--- config.mk ---
export PLATFORM = sky130hd
export DESIGN_NAME = stupidrv_dmem_bridge
export DESIGN_NICKNAME = d
export VERILOG_FILES = /design/src/rtl/stupidrv_dmem_bridge.sv
export SDC_FILE = /design/constraint.sdc
export NUM_CORES = 1
export LEC_CHECK = 0
export BUFFER_PORTS_ARGS = -buffer_cell sky130_fd_sc_hd__buf_2
export CORE_UTILIZATION = 45
export DETAILED_ROUTE_END_ITERATION = 16
export PLACE_DENSITY_LB_ADDON = 0.1
export REMOVE_ABC_BUFFERS = 1
export SLEW_MARGIN = 10
export SYNTH_ARGS = -nofsm -noshare
export SYNTH_HDL_FRONTEND = slang
export SYNTH_SLANG_ARGS = --single-unit
--- constraint.sdc ---
create_clock -name clock -period 2.4 [get_ports clock]
set_clock_uncertainty 0.2 [all_clocks]
set_input_delay 0.48 -clock clock [delete_from_list [all_inputs] [get_ports clock]]
set_output_delay 0.48 -clock clock [all_outputs]
set_load 0.01 [all_outputs]
--- src/rtl/stupidrv_dmem_bridge.sv ---
// ============================================================================
// Module   : stupidrv_dmem_bridge
// Purpose  : Data-memory stage behind the stupidrv core. Turns the core's
//            single-cycle dmem request into a registered valid/ready bus
//            transaction and stalls the core until it completes. Read data
//            is returned in the one-cycle DONE slot where the core commits.
// Revision : 1.0 - initial release
//
// Ports
//   clock, resetn          : clock, asynchronous active-low reset
//   cpu_valid/addr/wstrb/wdata : core request (wstrb == 0 means read)
//   cpu_rdata              : read data to the core (holds between accesses)
//   cpu_stall              : core stall
//   bus_valid/addr/wstrb/wdata : registered request to memory
//   bus_ready, bus_rdata   : memory handshake / read data
//   bus_err                : one-cycle pulse on watchdog abort
//
// Optional feature macro: DMEM_BRIDGE_TIMEOUT_EN
//   Defined   : 16-bit BUSY watchdog; after TIMEOUT_CYCLES BUSY cycles
//               without bus_ready the access is aborted, reads return
//               ERR_RDATA and bus_err pulses. TIMEOUT_CYCLES (2..65535)
//               and ERR_RDATA exist only in this build.
//   Undefined : no watchdog, bus_err tied 0, BUSY waits indefinitely.
// ============================================================================
`default_nettype none

module stupidrv_dmem_bridge #(
  parameter logic [31:0] RESET_RDATA = 32'h0000_0000
`ifdef DMEM_BRIDGE_TIMEOUT_EN
  , parameter int unsigned TIMEOUT_CYCLES = 256
  , parameter logic [31:0] ERR_RDATA      = 32'hDEAD_BEEF
`endif
) (
  input  logic        clock,
  input  logic        resetn,
  input  logic        cpu_valid,
  input  logic [31:0] cpu_addr,
  input  logic [3:0]  cpu_wstrb,
  input  logic [31:0] cpu_wdata,
  output logic [31:0] cpu_rdata,
  output logic        cpu_stall,
  output logic        bus_valid,
  input  logic        bus_ready,
  output logic [31:0] bus_addr,
  output logic [3:0]  bus_wstrb,
  output logic [31:0] bus_wdata,
  input  logic [31:0] bus_rdata,
  output logic        bus_err
);

  typedef enum logic [1:0] {
    ST_IDLE = 2'd0,
    ST_BUSY = 2'd1,
    ST_DONE = 2'd2
  } state_t;

  state_t      state_q, state_d;
  logic        bus_valid_q, bus_valid_d;
  logic [31:0] bus_addr_q, bus_addr_d;
  logic [3:0]  bus_wstrb_q, bus_wstrb_d;
  logic [31:0] bus_wdata_q, bus_wdata_d;
  logic [31:0] cpu_rdata_q, cpu_rdata_d;

`ifdef DMEM_BRIDGE_TIMEOUT_EN
  localparam logic [15:0] TIMEOUT_LIMIT = 16'(TIMEOUT_CYCLES);
  logic [15:0] wdog_q, wdog_d;
  logic        bus_err_q, bus_err_d;
`endif

  // Stall is combinational in IDLE so the core never commits in the cycle
  // it raises a request; DONE is the core's commit slot and never stalls.
  assign cpu_stall = (state_q == ST_BUSY) || ((state_q == ST_IDLE) && cpu_valid);

  assign bus_valid = bus_valid_q;
  assign bus_addr  = bus_addr_q;
  assign bus_wstrb = bus_wstrb_q;
  assign bus_wdata = bus_wdata_q;
  assign cpu_rdata = cpu_rdata_q;

`ifdef DMEM_BRIDGE_TIMEOUT_EN
  assign bus_err = bus_err_q;
`else
  assign bus_err = 1'b0;
`endif

  always_comb begin
    state_d     = state_q;
    bus_valid_d = bus_valid_q;
    bus_addr_d  = bus_addr_q;
    bus_wstrb_d = bus_wstrb_q;
    bus_wdata_d = bus_wdata_q;
    cpu_rdata_d = cpu_rdata_q;
`ifdef DMEM_BRIDGE_TIMEOUT_EN
    wdog_d      = wdog_q;
    bus_err_d   = 1'b0;
`endif

    unique case (state_q)
      ST_IDLE: begin
        // Request fields are captured only here; later core-side changes
        // cannot disturb an outstanding bus access.
        if (cpu_valid) begin
          bus_addr_d  = cpu_addr;
          bus_wstrb_d = cpu_wstrb;
          bus_wdata_d = cpu_wdata;
          bus_valid_d = 1'b1;
          state_d     = ST_BUSY;
`ifdef DMEM_BRIDGE_TIMEOUT_EN
          wdog_d      = 16'd0;
`endif
        end
      end

      ST_BUSY: begin
        // A handshake always takes priority over a watchdog expiry that
        // lands on the same cycle.
        if (bus_valid_q && bus_ready) begin
          if (bus_wstrb_q == 4'b0000) begin
            cpu_rdata_d = bus_rdata;
          end
          bus_valid_d = 1'b0;
          state_d     = ST_DONE;
        end
`ifdef DMEM_BRIDGE_TIMEOUT_EN
        else if ((wdog_q + 16'd1) == TIMEOUT_LIMIT) begin
          if (bus_wstrb_q == 4'b0000) begin
            cpu_rdata_d = ERR_RDATA;
          end
          bus_valid_d = 1'b0;
          bus_err_d   = 1'b1;
          wdog_d      = wdog_q + 16'd1;
          state_d     = ST_DONE;
        end else begin
          wdog_d = wdog_q + 16'd1;
        end
`endif
      end

      ST_DONE: begin
        // The core still presents the same instruction here; cpu_valid is
        // deliberately ignored so it is not issued twice.
        state_d = ST_IDLE;
      end

      default: begin
        state_d     = ST_IDLE;
        bus_valid_d = 1'b0;
      end
    endcase
  end

  always_ff @(posedge clock or negedge resetn) begin
    if (!resetn) begin
      state_q     <= ST_IDLE;
      bus_valid_q <= 1'b0;
      bus_addr_q  <= 32'h0;
      bus_wstrb_q <= 4'h0;
      bus_wdata_q <= 32'h0;
      cpu_rdata_q <= RESET_RDATA;
`ifdef DMEM_BRIDGE_TIMEOUT_EN
      wdog_q      <= 16'd0;
      bus_err_q   <= 1'b0;
`endif
    end else begin
      state_q     <= state_d;
      bus_valid_q <= bus_valid_d;
      bus_addr_q  <= bus_addr_d;
      bus_wstrb_q <= bus_wstrb_d;
      bus_wdata_q <= bus_wdata_d;
      cpu_rdata_q <= cpu_rdata_d;
`ifdef DMEM_BRIDGE_TIMEOUT_EN
      wdog_q      <= wdog_d;
      bus_err_q   <= bus_err_d;
`endif
    end
  end

endmodule

`default_nettype wire

# After elaboration in Yosys (flattened, before gate mapping)
# Index checks and enable logic that the tools add are counted.
# classes
div,0
muxes,6
magnitude_cmp,0
n_addsub,0
eq_ne,4
n_mul,0
shifts,0
bitwise,1
reduce_logical,9
# ops
op,n
3-bit AND reduction,2
4-bit zero test,1
2-bit 2-to-1 mux,2
2-bit one-hot mux with 2 select lines,1
2-bit AND reduction,2
1-bit one-hot mux with 3 select lines,1
2-bit by 1-bit equality test with 1-bit output (second input constant),1
2-bit equality test (second input constant),1
1-bit logical AND,2
2-bit zero test,1
1-bit 2-to-1 mux,2
2-bit by 1-bit != test with 1-bit output (second input constant),1
2-bit != test (second input constant),1
1-bit logical OR,1
1-bit inverter,1
# word_totals
register_bits,103
in_bits,104
output_inout_bits,103
ram_bits,0
romBits,0
mem_count,0
latch_bits,0

# Depth between registers and ports, before layout
# Gate-level depths: netlist of run 1.
# depth
word_depth,3
depth_mapped,4
depth_no_buf,3

# Worst setup path before layout of run 1
# OpenSTA, ideal clock, no wires.
# synth_timing
kind,input to register
from,input port cpu_valid
to,register bus_addr_q[0] (netlist: bus_addr[0])
path_stages,4
arrival_ps,1369
n_path_buf,2
slack_ps,706
cell_sequence,nor3b_2 > buf_4 > buf_6 > mux2_2
# synth_between
elab_chain_len,1
# synth_rtl
element,line_no,rtl
start: declaration,36,"input logic cpu_valid,"
2-bit AND reduction (no source line),--,
end signal: assignment,167,bus_addr_q <= bus_addr_d;
end: declaration,59,"logic [31:0] bus_addr_q, bus_addr_d;"
# No other way between the ends.
# A chain may end at the register's enable or synchronous reset.

# Worst setup path in the final report of run 1
# layout_timing
from,register state_q[0]
to,output port cpu_stall
# layout_between
elab_chain_len,3
elab_cells_between_ends,4
cone_classes,eq/ne (1); reduce/logical (3)
# layout_rtl
element,line_no,rtl
start: declaration,57,"state_t state_q, state_d;"
start signal: assignment,165,state_q <= state_d;
2-bit zero test,72,assign cpu_stall = (state_q == ST_BUSY) || ((state_q == ST_IDLE) && cpu_valid);
1-bit logical AND,72,
1-bit logical OR (*),72,
end: declaration,41,"output logic cpu_stall,"
# Every way passes the cells marked *; elsewhere a longest branch is shown, timed or not.

==> out/summary.md, run 1 <==
## Floorplanning
- 33 — row count
- 9230 sq um — Die Area
- 47.5% — initial cell density of the core
- 96.1 um — die span in x
- 8380 sq um — Placeable Area
- 207 — I/O pins
- 96.1 um — chip height

## Placement
- 0.794 — routability cong.
- 530 — total instance count after detailed placement
- 205 — Buffers on Ports
- 6100 um — Detailed Place HPWL
- 0.492 ns — post-placement setup slack
- 5150 sq um — placed cell areas

## STA
- 0 ns — final sum of negative setup slack
- 0.551 ns — final critical-path setup slack
- 541 MHz — maximum frequency from static timing analysis
- 1.85 ns — minimum clock period
- 0.135 ns — worst-case hold slack
- 0 — setup-violating endpoint count in the final report
- false — RSZ-0062 raised after global routing
- 0 — number of failing hold endpoints at the final stage
- 77.1% — period utilization
- 0 — number of max-slew violations in the final report

## Global routing
- 12300 um — global-route wire length before repair
- 2506 — vias in the first global route
- 69 — maximum number of pins on one net before global-route repair
- 18.1% — GR Util All Layers
- 0 — antenna violations before repair
- 0 — aggregate global routing overflow

## Setup path
- output pin — critical path capture point type
- 1.17 ns — Critical Path AT
- reg2out — Worst Path Class, Setup
- flop — crit start category
- 1.72 ns — Worst EP required
- 0.45 ns — largest stage delay on the critical path
- sky130_fd_sc_hd__nor2_1 — cell repeated most along the worst path
- nor2_1 -> nor2_1 -> buf_2 — ordered cell list for the critical path
- sky130_fd_sc_hd__dfrtp_1 — slowest library cell on the worst path
- 5 — Critical Path Fanout Max
- 4 — worst reg2reg path depth

## Drt
- 4.74 — post-detailed-route via-to-cell ratio
- 0 — remaining antenna violation count
- 8160 um — final wirelength
- 2593 — total vias in the final route
- 41 — drt first-iter violations
- 0 — Post-route DRC
- 4 — iteration count of the initial detailed-routing pass
- 14.9 um — wire length per cell after detailed routing

## Clock tree
- 1 — number of buffers inserted for hold repair after clock tree synthesis
- 103 — Sink Count
- sky130_fd_sc_hd__clkbuf_8 — Clk Tree Root Cell
- done — CTS tree
- 0 — number of buffers inserted to repair setup after CTS
- 0 — post_cts resized
- 9 — number of buffers created by CTS
- 0.35 ns — Clk Latency, worst-skew pair
- 2 — buffer levels on the longest clock path
- 0.10 ns — clock slew at the register clock pins of the worst setup and hold paths
- 3 — number of levels in the clock H-tree

## Hold path
- in2reg — worst min-delay path category
- 2 — Hold Path Cell Cnt

## Final layout
- 73.5% — fraction of layout instances using a drive strength above 1
- 34.7% — synthesis-to-finish area growth
- 547 — final standard cell count with taps included and fillers excluded
- 0 — n_diodes
- 541 — Net count, final
- 64.0% — utilization after layout
- 649 — # fillers
- 5370 sq um — Non-Filler Cell Area, Final

## Power
- 1230 nW/um^2 — power density over the cells
- 520 uV — peak supply drop
- 2.84 nW — leakage power figure
- 6.62 mW — overall power

## Yosys
- 17 — Netlist cell types
- 3980 sq um — combined area of all synthesized cells
- sky130_fd_sc_hd__dfrtp_1 — most area-hungry cell type in the Yosys netlist
- 0 — YS warnings
- 226 — number of instances in the synthesized netlist
- sky130_fd_sc_hd__dfrtp_1 (65%), sky130_fd_sc_hd__mux2_2 (19%), sky130_fd_sc_hd__mux2_4 (11%) — leading cell types by total area after synthesis
- 64.7% — proportion of netlist area held by the largest area contributor
- 17.6 sq um — Avg Inst Size Synth
- 64.7% — sequential share of the synthesized area
- 103 — synthesized flop and latch total

## Status
- finished, final reports clean — run status

## Run
- 0 — number of maximum-capacitance violations

## Yosys cell counts (all sizes together)
cell and n:
dfrtp 103, mux2 100, buf 11, nor2 3, a21oi 1, a311oi 1
and4b 1, conb 1, inv 1, nand2 1, nor3b 1, nor4 1
o2bb2ai 1
## layout by cell type, fill, tap and decap left out, drive strengths merged
cell	netlist	final
buf	11	210
dfrtp	103	103
mux2	100	100
clkbuf	0	12
nor2	3	3
clkinvlp	0	2
nor3b	1	1
and4b	1	1
nor4	1	1
nand2	1	1
a311oi	1	1
inv	1	1
a21oi	1	1
o2bb2ai	1	1
conb	1	1
bufinv	0	1
clkinv	0	1
dlygate4sd3	0	1
## per-layer routing
metal | vias up | GRT usage, % | routed length (um)
met5 | - | 0 | 0
met3 | 12 | 5.29 | 742
met1 | 1235 | 22.8 | 3330
li1 | 1220 | - | -
met4 | 0 | 7.46 | 130
met2 | 126 | 29.1 | 3950
## power by group
| group | internal, mW | switching (mW) | total [mW] |
|---|---|---|---|
| logic | 1.44 | 1.12 | 2.57 |
| clock network | 0.542 | 0.560 | 1.10 |
| registers | 2.54 | 0.415 | 2.96 |
| total | 4.53 | 2.10 | 6.62 |
## kinds of logic (layout without fill, tap and decap cells)
| family | after synthesis | after routing | share of synthesized area, % |
|---|---|---|---|
| buffers and inverters | 12 | 228 | 2.39 |
| and+or+nand+nor | 7 | 7 | 1.16 |
| muxes | 100 | 100 | 31.1 |
| DFF | 103 | 103 | 64.7 |
| AOI/OAI and AO/OA | 3 | 3 | 0.565 |
| other | 1 | 1 | 0.0941 |
## critical path, delay by kind of cell, from the launching register on
kind                   cells  cell delay, ns
buffers and inverters      1            0.14
and+or+nand+nor            2            0.22
DFF                        1            0.45
## flip-flops by register name, summed over array words and instances (netlist names)
register / flops
bus_wdata: 32
cpu_rdata: 32
bus_addr: 32
bus_wstrb: 4
state_q: 2
bus_valid: 1
## cell type report
| class | count | area, sq um | area share (%) |
|---|---|---|---|
| flip-flops and latches | 103 | 2580 | 48.0 |
| clock inverters | 4 | 53.8 | 1.00 |
| clock buffers | 12 | 155 | 2.89 |
| well taps | 105 | 131 | 2.45 |
| repair buffers | 211 | 1130 | 21.0 |
| inverters | 1 | 3.75 | 0.0700 |
| multi-input cells | 111 | 1320 | 24.6 |
## final timing paths
kind	startpoint	to	slack (ns)
setup / recovery	state_q[0]	cpu_stall	0.55
hold / removal	cpu_addr[15]	bus_addr[15]	0.13
setup reg to reg	bus_wstrb[1]	cpu_rdata[29]	0.57
hold reg to reg	bus_addr[15]	bus_addr[15]	0.29
max in group asynchronous	resetn	bus_wdata[13]	1.02
min in group asynchronous	resetn	bus_wdata[1]	0.37
No activity file was read; power rests on OpenSTA's default activity.
==> run 2: changes to the inputs <==
--- a/config.mk
+++ b/config.mk
@@ -5,8 +5,9 @@
 export SDC_FILE = /design/constraint.sdc
 export NUM_CORES = 1
 export LEC_CHECK = 0
+export ABC_AREA = 1
 export BUFFER_PORTS_ARGS = -buffer_cell sky130_fd_sc_hd__buf_2
-export CORE_UTILIZATION = 45
+export CORE_UTILIZATION = 41
 export DETAILED_ROUTE_END_ITERATION = 16
 export PLACE_DENSITY_LB_ADDON = 0.1
 export REMOVE_ABC_BUFFERS = 1
==> constraint.sdc (replaced) <==
create_clock -name clock -period 1.5 [get_ports clock]
set_clock_uncertainty 0.2 [all_clocks]
set_input_delay 0.3 -clock clock [delete_from_list [all_inputs] [get_ports clock]]
set_output_delay 0.3 -clock clock [all_outputs]
set_load 0.01 [all_outputs]
==> run 2 against run 1 <==
Sequential power is 55% higher. Clock power is 44% higher. Design area is 28% higher. Clock-buffer cell count stayed put. The run now ends with setup timing left. Utilization is 6.5 points higher. Area after synthesis is 4.0% higher.
==> out/summary.md, run 2 <==
## Setup path
- state_q[0] — launch point of the worst reg-to-reg path, was bus_wstrb[1]
- flop — crit start category, unchanged
- flop — critical path capture point type, was output pin
- 1.70 ns — Critical Path AT, was 1.17 ns
- state_q[0] — timing startpoint of the critical path, unchanged
- 9 — worst reg2reg path depth, was 4
- reg2reg — Worst Path Class, Setup, was reg2out
- cpu_rdata[18] — capturing element of the worst setup path, was cpu_stall
- 8 — Critical Path Fanout Max, was 5
- 1.55 ns — Worst EP required, was 1.72 ns
- -0.15 ns — setup slack, reg-to-reg, was 0.57 ns
- cpu_rdata[18] — worst flop-to-flop path endpoint, was cpu_rdata[29]

## Floorplanning
- 36 — row count, was 33
- 103 um — die span in x, was 96.1 um
- 9770 sq um — Placeable Area, was 8380 sq um
- 42.4% — initial cell density of the core, was 47.5%
- 103 um — chip height, was 96.1 um
- 10500 sq um — Die Area, was 9230 sq um
- 207 — I/O pins, unchanged

## Global routing
- 0 — antenna violations before repair, unchanged
- 18200 um — global-route wire length before repair, was 12300 um
- 0 — aggregate global routing overflow, unchanged
- 65 — maximum number of pins on one net before global-route repair, was 69
- 22.4% — GR Util All Layers, was 18.1%
- 3965 — vias in the first global route, was 2506

## STA
- 33 — setup-violating endpoint count in the final report, was 0
- 1.65 ns — minimum clock period
- 0.0245 ns — worst-case hold slack, was 0.135 ns
- 606 MHz — maximum frequency from static timing analysis
- true — RSZ-0062 raised after global routing, was false
- -0.150 ns — final critical-path setup slack, was 0.551 ns
- 0 — number of failing hold endpoints at the final stage, unchanged
- 0 — number of max-slew violations in the final report, unchanged
- 110% — period utilization
- -3.36 ns — final sum of negative setup slack, was 0 ns

## Drt
- 14.8 um — wire length per cell after detailed routing, was 14.9 um
- 4 — iteration count of the initial detailed-routing pass, unchanged
- 4.80 — post-detailed-route via-to-cell ratio, was 4.74
- 4311 — total vias in the final route, was 2593
- 108 — drt first-iter violations, was 41
- 0 — remaining antenna violation count, unchanged
- 0 — Post-route DRC, unchanged
- 13300 um — final wirelength, was 8160 um

## Yosys
- 100% — async set-reset flop share out of synthesis, unchanged
- 62.2% — sequential share of the synthesized area, was 64.7%
- 0 — number of synthesized flops with an enable pin, unchanged
- 0 — YS warnings, unchanged
- sky130_fd_sc_hd__nand2_1 (201), sky130_fd_sc_hd__dfrtp_1 (103), sky130_fd_sc_hd__nand3_1 (97) — most frequent cells after synthesis, was sky130_fd_sc_hd__dfrtp_1 (103), sky130_fd_sc_hd__mux2_2 (68), sky130_fd_sc_hd__mux2_4 (30)
- sky130_fd_sc_hd__dfrtp_1 — most area-hungry cell type in the Yosys netlist, unchanged
- sky130_fd_sc_hd__dfrtp_1 — most used flip-flop cell after synthesis, unchanged
- sky130_fd_sc_hd__dfrtp_1 (62%), sky130_fd_sc_hd__nand2_1 (18%), sky130_fd_sc_hd__nand3_1 (12%) — leading cell types by total area after synthesis, was sky130_fd_sc_hd__dfrtp_1 (65%), sky130_fd_sc_hd__mux2_2 (19%), sky130_fd_sc_hd__mux2_4 (11%)
- 15 — Netlist cell types, was 17
- 62.2% — proportion of netlist area held by the largest area contributor, was 64.7%
- 103 — synthesized flop and latch total, unchanged
- 452 — number of instances in the synthesized netlist, was 226
- 9.17 sq um — Avg Inst Size Synth, was 17.6 sq um
- 4140 sq um — combined area of all synthesized cells, was 3980 sq um
- sky130_fd_sc_hd__nand2_1 — most frequent cell after synthesis, was sky130_fd_sc_hd__dfrtp_1

## Placement
- 205 — Buffers on Ports, unchanged
- 0.722 — routability cong., was 0.794
- 5290 sq um — placed cell areas, was 5150 sq um
- 0.0223 ns — post-placement setup slack, was 0.492 ns
- 770 — total instance count after detailed placement, was 530
- 7180 um — Detailed Place HPWL, was 6100 um

## Status
- setup timing — failing checks
- complete, but fails checks — run status, was finished, final reports clean

## Final layout
- 70.5% — utilization after layout, was 64.0%
- 866 — Net count, final, was 541
- 899 — final standard cell count with taps included and fillers excluded, was 547
- sky130_fd_sc_hd__buf_2 — leading cell type in the layout, fill and taps excluded, unchanged
- 36.4% — fraction of layout instances using a drive strength above 1, was 73.5%
- 0 — n_diodes, unchanged
- 66.4% — synthesis-to-finish area growth, was 34.7%
- sky130_fd_sc_hd__buf_2 (203), sky130_fd_sc_hd__nand2_1 (180), sky130_fd_sc_hd__dfrtp_1 (103) — commonest non-fill, non-tap cells in the layout, was sky130_fd_sc_hd__buf_2 (204), sky130_fd_sc_hd__dfrtp_1 (103), sky130_fd_sc_hd__mux2_2 (68)
- 6890 sq um — Non-Filler Cell Area, Final, was 5370 sq um
- 762 — # fillers, was 649

## Clock tree
- 9 — number of buffers created by CTS, unchanged
- 2 — buffer levels on the longest clock path, unchanged
- done — CTS tree, unchanged
- 3 — number of levels in the clock H-tree, unchanged
- 103 — Sink Count, unchanged
- 0.09 ns — clock slew at the register clock pins of the worst setup and hold paths, was 0.10 ns
- sky130_fd_sc_hd__clkbuf_8 — Clk Tree Root Cell, unchanged
- 0.34 ns — Clk Latency, worst-skew pair, was 0.35 ns

## Power
- 11.4 mW — overall power, was 6.62 mW
- 4.44 mW — Switching Power, was 2.10 mW
- 879 uV — peak supply drop, was 520 uV
- 6.96 mW — cell-internal power, was 4.53 mW
- 1650 nW/um^2 — power density over the cells, was 1230 nW/um^2
- 40.3% — proportion of power drawn by flip-flops and latches, was 44.6%
- 38.9% — switching share of power, was 31.7%
- 45.8% — power share of the combinational group, was 38.7%
- 3.84 nW — leakage power figure, was 2.84 nW
- 13.9% — Clk pwr share, was 16.6%

## Run
- 0 — number of maximum-capacitance violations, unchanged

## Hold path
- in2reg — worst min-delay path category, unchanged

==> run 2: cell types whose count changed in the layout (fill, tap and decap cells not counted), moves of 5 or more <==
| cell | previous run | this run |
|---|---|---|
| sky130_fd_sc_hd__nand2_2 | 1 | 16 |
| sky130_fd_sc_hd__clkbuf_16 | 0 | 6 |
| sky130_fd_sc_hd__nand2_4 | 0 | 7 |
| sky130_fd_sc_hd__nand2_1 | 0 | 180 |
| sky130_fd_sc_hd__mux2_4 | 30 | 0 |
| sky130_fd_sc_hd__buf_12 | 4 | 10 |
| sky130_fd_sc_hd__nand3_1 | 0 | 92 |
| sky130_fd_sc_hd__dlygate4sd3_1 | 1 | 98 |
| sky130_fd_sc_hd__nand3_2 | 0 | 5 |
| sky130_fd_sc_hd__mux2_2 | 68 | 0 |
==> run 2: worst min path at each step <==
stage,start,to,slack (ns),cells past startpoint
after floorplan,resetn,bus_addr[0],-0.20,0
after global placement,resetn,cpu_rdata[20],-0.06,1
after detailed placement,resetn,cpu_rdata[20],-0.06,1
after CTS,bus_rdata[12],cpu_rdata[12],0.004,3
after global routing,cpu_wstrb[0],bus_wstrb[0],0.003,3
final,cpu_wstrb[1],bus_wstrb[1],0.02,3
==> run 2: cells by family (layout without fill, tap and decap cells) <==
kind of cell	Yosys count	count (layout)	share of synthesized area (%)
buffers and inverters	37	349	5.89
other	1	1	0.0905
flip-flops	103	103	62.2
AO/OA/AOI/OAI	4	4	0.483
AND/OR/NAND/NOR	307	309	31.3
==> run 2: power by group through the flow <==
stage / combinational [mW] / sequential (mW) / clock [mW]
finish: 5.21 / 4.60 / 1.58
global placement: 4.09 / 4.53 / 0
CTS: 4.47 / 4.53 / 1.64
global route: 5.74 / 4.72 / 1.74
detailed placement: 4.18 / 4.55 / 0
floorplan: 1.44 / 5.12 / 0
==> run 2: metal layers <==
metal	routed length, um	GRT usage (%)	up-vias	share of wire, %
met5	0	0	-	0
li1	-	-	2051	-
met2	6800	38.1	170	51
met4	308	9.34	0	2.3
met1	5330	27.7	2065	40
met3	869	4.68	25	6.5
==> run 2: what timing repair did <==
action / CTS / global route
gates cloned: 0 / 8
endpoints found under the setup margin: 1 / 56
gates resized for setup: 3 / 41
hold endpoints to repair: 200 / 0
buffers inserted: 4 / 5
pin swaps: 1 / 18
hold buffers: 98 / 0
==> run 2: area by class of cell <==
type / instances / area [sq um] / share of cell area (%)
clock buffer: 12 / 155 / 2.25
sequential: 103 / 2580 / 37.4
tap: 133 / 166 / 2.41
timing repair buffer: 329 / 2480 / 36.0
multi-input combinational: 314 / 1480 / 21.4
clock inverter: 3 / 18.8 / 0.272
inverter: 5 / 18.8 / 0.272
==> run 2: critical path, cell delays in order, from the launching register on <==
cell and delay (ns):
sky130_fd_sc_hd__dfrtp_1 0.41, sky130_fd_sc_hd__buf_6 0.13, sky130_fd_sc_hd__nand2_4 0.04, sky130_fd_sc_hd__buf_6 0.11
sky130_fd_sc_hd__nor2_4 0.14, sky130_fd_sc_hd__buf_12 0.17, sky130_fd_sc_hd__buf_12 0.12, sky130_fd_sc_hd__nand2_8 0.09
sky130_fd_sc_hd__nand2_1 0.09, sky130_fd_sc_hd__nand2_1 0.05
==> run 3: changes to the inputs <==
--- a/config.mk
+++ b/config.mk
@@ -7,7 +7,7 @@
 export LEC_CHECK = 0
 export ABC_AREA = 1
 export BUFFER_PORTS_ARGS = -buffer_cell sky130_fd_sc_hd__buf_2
-export CORE_UTILIZATION = 41
+export CORE_UTILIZATION = 46
 export DETAILED_ROUTE_END_ITERATION = 16
 export PLACE_DENSITY_LB_ADDON = 0.1
 export REMOVE_ABC_BUFFERS = 1
==> constraint.sdc (replaced) <==
create_clock -name clock -period 1.7 [get_ports clock]
set_clock_uncertainty 0.2 [all_clocks]
set_input_delay 0.34 -clock clock [delete_from_list [all_inputs] [get_ports clock]]
set_output_delay 0.34 -clock clock [all_outputs]
set_load 0.01 [all_outputs]
==> run 3 against run 2 <==
The flow now finishes without violations. Die area shrank 11%. Sequential share of layout area grew 7.3 points. Clock power shrank 4%. Global-route usage grew 0.82 points. Cell count shrank 12%. Clock-buffer cell count is the same. Utilization shrank 4.4 points. First-iteration DRC count grew 9.3%. Setup slack gained 0.16 ns. Design area shrank 16%. Non-clock buffer count shrank 80. Critical path type is now reg2out. Critical endpoint is now cpu_stall.
==> out/summary.md, run 3 (synthesized netlist as in run 2, its figures left out) <==
## Placement
- 7180 um — Detailed Place HPWL, about the same
- 205 — Buffers on Ports, unchanged
- 747 — total instance count after detailed placement, was 770
- 0.774 — routability cong., was 0.722
- 5250 sq um — placed cell areas, was 5290 sq um

## Setup path
- flip-flops — Largest delay share family, worst path, was buffers and inverters
- reg2out — Worst Path Class, Setup, was reg2reg
- 1.16 ns — Worst EP required, was 1.55 ns
- 1 — Buf+Inv Stages, Crit Path, was 4
- nor2_4 -> nand2_4 -> nand2_4 -> buf_6 — ordered cell list for the critical path, was buf_6 -> nand2_4 -> buf_6 -> nor2_4 -> buf_12 -> buf_12 -> nand2_8 -> nand2_1 -> nand2_1
- sky130_fd_sc_hd__dfrtp_1 — slowest library cell on the worst path, unchanged
- 2 — Critical Path Fanout Max, was 8
- 0.42 ns — largest stage delay on the critical path, was 0.41 ns
- sky130_fd_sc_hd__nand2_4 — cell repeated most along the worst path
- flop — crit start category, unchanged
- output pin — critical path capture point type, was flop
- 1.15 ns — Critical Path AT, was 1.70 ns

## Run
- 0 — number of maximum-capacitance violations, unchanged

## STA
- 0 — number of max-slew violations in the final report, unchanged
- 1.69 ns — minimum clock period
- 591 MHz — maximum frequency from static timing analysis
- true — RSZ-0062 raised after global routing, unchanged
- 99.5% — period utilization
- 0 — number of failing hold endpoints at the final stage, unchanged
- 0 — setup-violating endpoint count in the final report, was 33
- 0 ns — final sum of negative setup slack, was -3.36 ns

## Power
- 1610 nW/um^2 — power density over the cells, was 1650 nW/um^2
- 3.56 mW — Switching Power, was 4.44 mW
- 5.72 mW — cell-internal power, was 6.96 mW
- 16.2% — Clk pwr share, was 13.9%
- 3.42 nW — leakage power figure, was 3.84 nW
- 730 uV — peak supply drop, was 879 uV
- 43.1% — proportion of power drawn by flip-flops and latches, was 40.3%
- 38.4% — switching share of power, was 38.9%
- 40.7% — power share of the combinational group, was 45.8%

## Clock tree
- 2 — buffer levels on the longest clock path, unchanged
- 3 — number of levels in the clock H-tree, unchanged
- 0.35 ns — Clk Latency, worst-skew pair, was 0.34 ns
- sky130_fd_sc_hd__clkbuf_8 — Clk Tree Root Cell, unchanged
- 9 — number of buffers created by CTS, unchanged
- 103 — Sink Count, unchanged
- done — CTS tree, unchanged
- 0.09 ns — clock slew at the register clock pins of the worst setup and hold paths, about the same

## Floorplanning
- 8720 sq um — Placeable Area, was 9770 sq um
- 96.9 um — chip height, was 103 um
- 47.5% — initial cell density of the core, was 42.4%
- 34 — row count, was 36
- 9390 sq um — Die Area, was 10500 sq um
- 96.9 um — die span in x, was 103 um
- 207 — I/O pins, unchanged

## Final layout
- 1350 sq um — area used by multi-input combinational logic, was 1480 sq um
- 5770 sq um — Non-Filler Cell Area, Final, was 6890 sq um
- 2580 sq um — FF/Latch Area, unchanged
- sky130_fd_sc_hd__buf_2 (203), sky130_fd_sc_hd__nand2_1 (199), sky130_fd_sc_hd__dfrtp_1 (103) — commonest non-fill, non-tap cells in the layout, was sky130_fd_sc_hd__buf_2 (203), sky130_fd_sc_hd__nand2_1 (180), sky130_fd_sc_hd__dfrtp_1 (103)
- 784 — Net count, final, was 866
- 764 — # fillers, was 762
- 39.1% — synthesis-to-finish area growth, was 66.4%
- 793 — final standard cell count with taps included and fillers excluded, was 899
- 66.1% — utilization after layout, was 70.5%
- 35.6% — fraction of layout instances using a drive strength above 1, was 36.4%
- sky130_fd_sc_hd__buf_2 — leading cell type in the layout, fill and taps excluded, unchanged
- 0 — n_diodes, unchanged

## Global routing
- 41 — maximum number of pins on one net before global-route repair, was 65
- 0 — antenna violations before repair, unchanged
- 17600 um — global-route wire length before repair, was 18200 um
- 23.2% — GR Util All Layers, was 22.4%
- 3798 — vias in the first global route, was 3965
- 0 — aggregate global routing overflow, unchanged

## Drt
- 10400 um — final wirelength, was 13300 um
- 4 — iteration count of the initial detailed-routing pass, unchanged
- 3837 — total vias in the final route, was 4311
- 13.2 um — wire length per cell after detailed routing, was 14.8 um
- 4.84 — post-detailed-route via-to-cell ratio, was 4.80
- 118 — drt first-iter violations, was 108
- 0 — Post-route DRC, unchanged
- 0 — remaining antenna violation count, unchanged

## Hold path
- in2reg — worst min-delay path category, unchanged

## Status
- finished, final reports clean — run status, was complete, but fails checks

==> run 3: cell types whose count changed in the layout (fill, tap and decap cells not counted), sizes merged <==
cell / change
buf: -2
bufinv: +1
clkbuf: -6
clkinv: -1
clkinvlp: +1
dlygate4sd3: -72
nand2: -2
==> run 3: repair_timing <==
item | in CTS | in global routing
setup endpoints to repair | 1 | 1
cloned | 0 | 0
pin swaps | 1 | 0
hold buffers | 26 | 0
hold endpoints to repair | 51 | 0
setup buffers | 4 | 0
gates resized for setup | 6 | 0
==> run 3: power by group through the flow <==
stage	Combinational (mW)	Sequential [mW]	Clock [mW]
6_report	3.77	4.00	1.51
5_1_grt	4.20	4.13	1.67
4_1_cts	3.81	4.00	1.58
3_5_place_dp	3.64	4.02	0
3_3_place_gp	3.57	4.00	0
2_1_floorplan	1.32	4.50	0
==> run 3: path summary, 6_finish.rpt <==
kind | start | endpoint | slack, ns | cells past startpoint
setup / recovery | state_q[1] | cpu_stall | 0.009 | 4
hold reg to reg | bus_wdata[0] | bus_wdata[0] | 0.27 | 2
setup reg to reg | state_q[1] | cpu_rdata[9] | 0.18 | 6
min in group asynchronous | resetn | cpu_rdata[11] | 0.26 | 2
hold / removal | cpu_wdata[9] | bus_wdata[9] | 0.02 | 3
max in group asynchronous | resetn | bus_addr[18] | 0.49 | 3
==> run 3: through the flow <==
stage / hold slack (ns) / power (mW) / worst slack, ns
floorplan: -0.156 / 5.82 / -3.39
global placement: 0.0949 / 7.57 / 0.222
detailed placement: 0.0960 / 7.66 / 0.232
CTS: 0.000518 / 9.39 / -0.0242
global route: 0.000610 / 10.0 / -0.0500
finish: 0.0193 / 9.28 / 0.00863
==> run 3: area by class of cell <==
class,instances,area share (%)
Inverter,5,0.326
Clock inverter,4,0.955
Sequential cell,103,44.7
Tap cell,108,2.34
Clock buffer,12,2.52
Multi-Input combinational cell,312,23.4
Timing Repair Buffer,249,25.7
==> run 3: metal layers <==
metal	GRT usage [%]	vias up	part of all wire (%)
li1	-	1885	-
met1	28.7	1770	41
met2	39.1	163	49
met3	5.64	19	7.7
met4	8.96	0	2.2
met5	0	-	0
==> run 3: worst min-delay path: stages <==
cell and delay, ns:
sky130_fd_sc_hd__buf_2 0.07, sky130_fd_sc_hd__nand3_1 0.06, sky130_fd_sc_hd__nand2_1 0.06
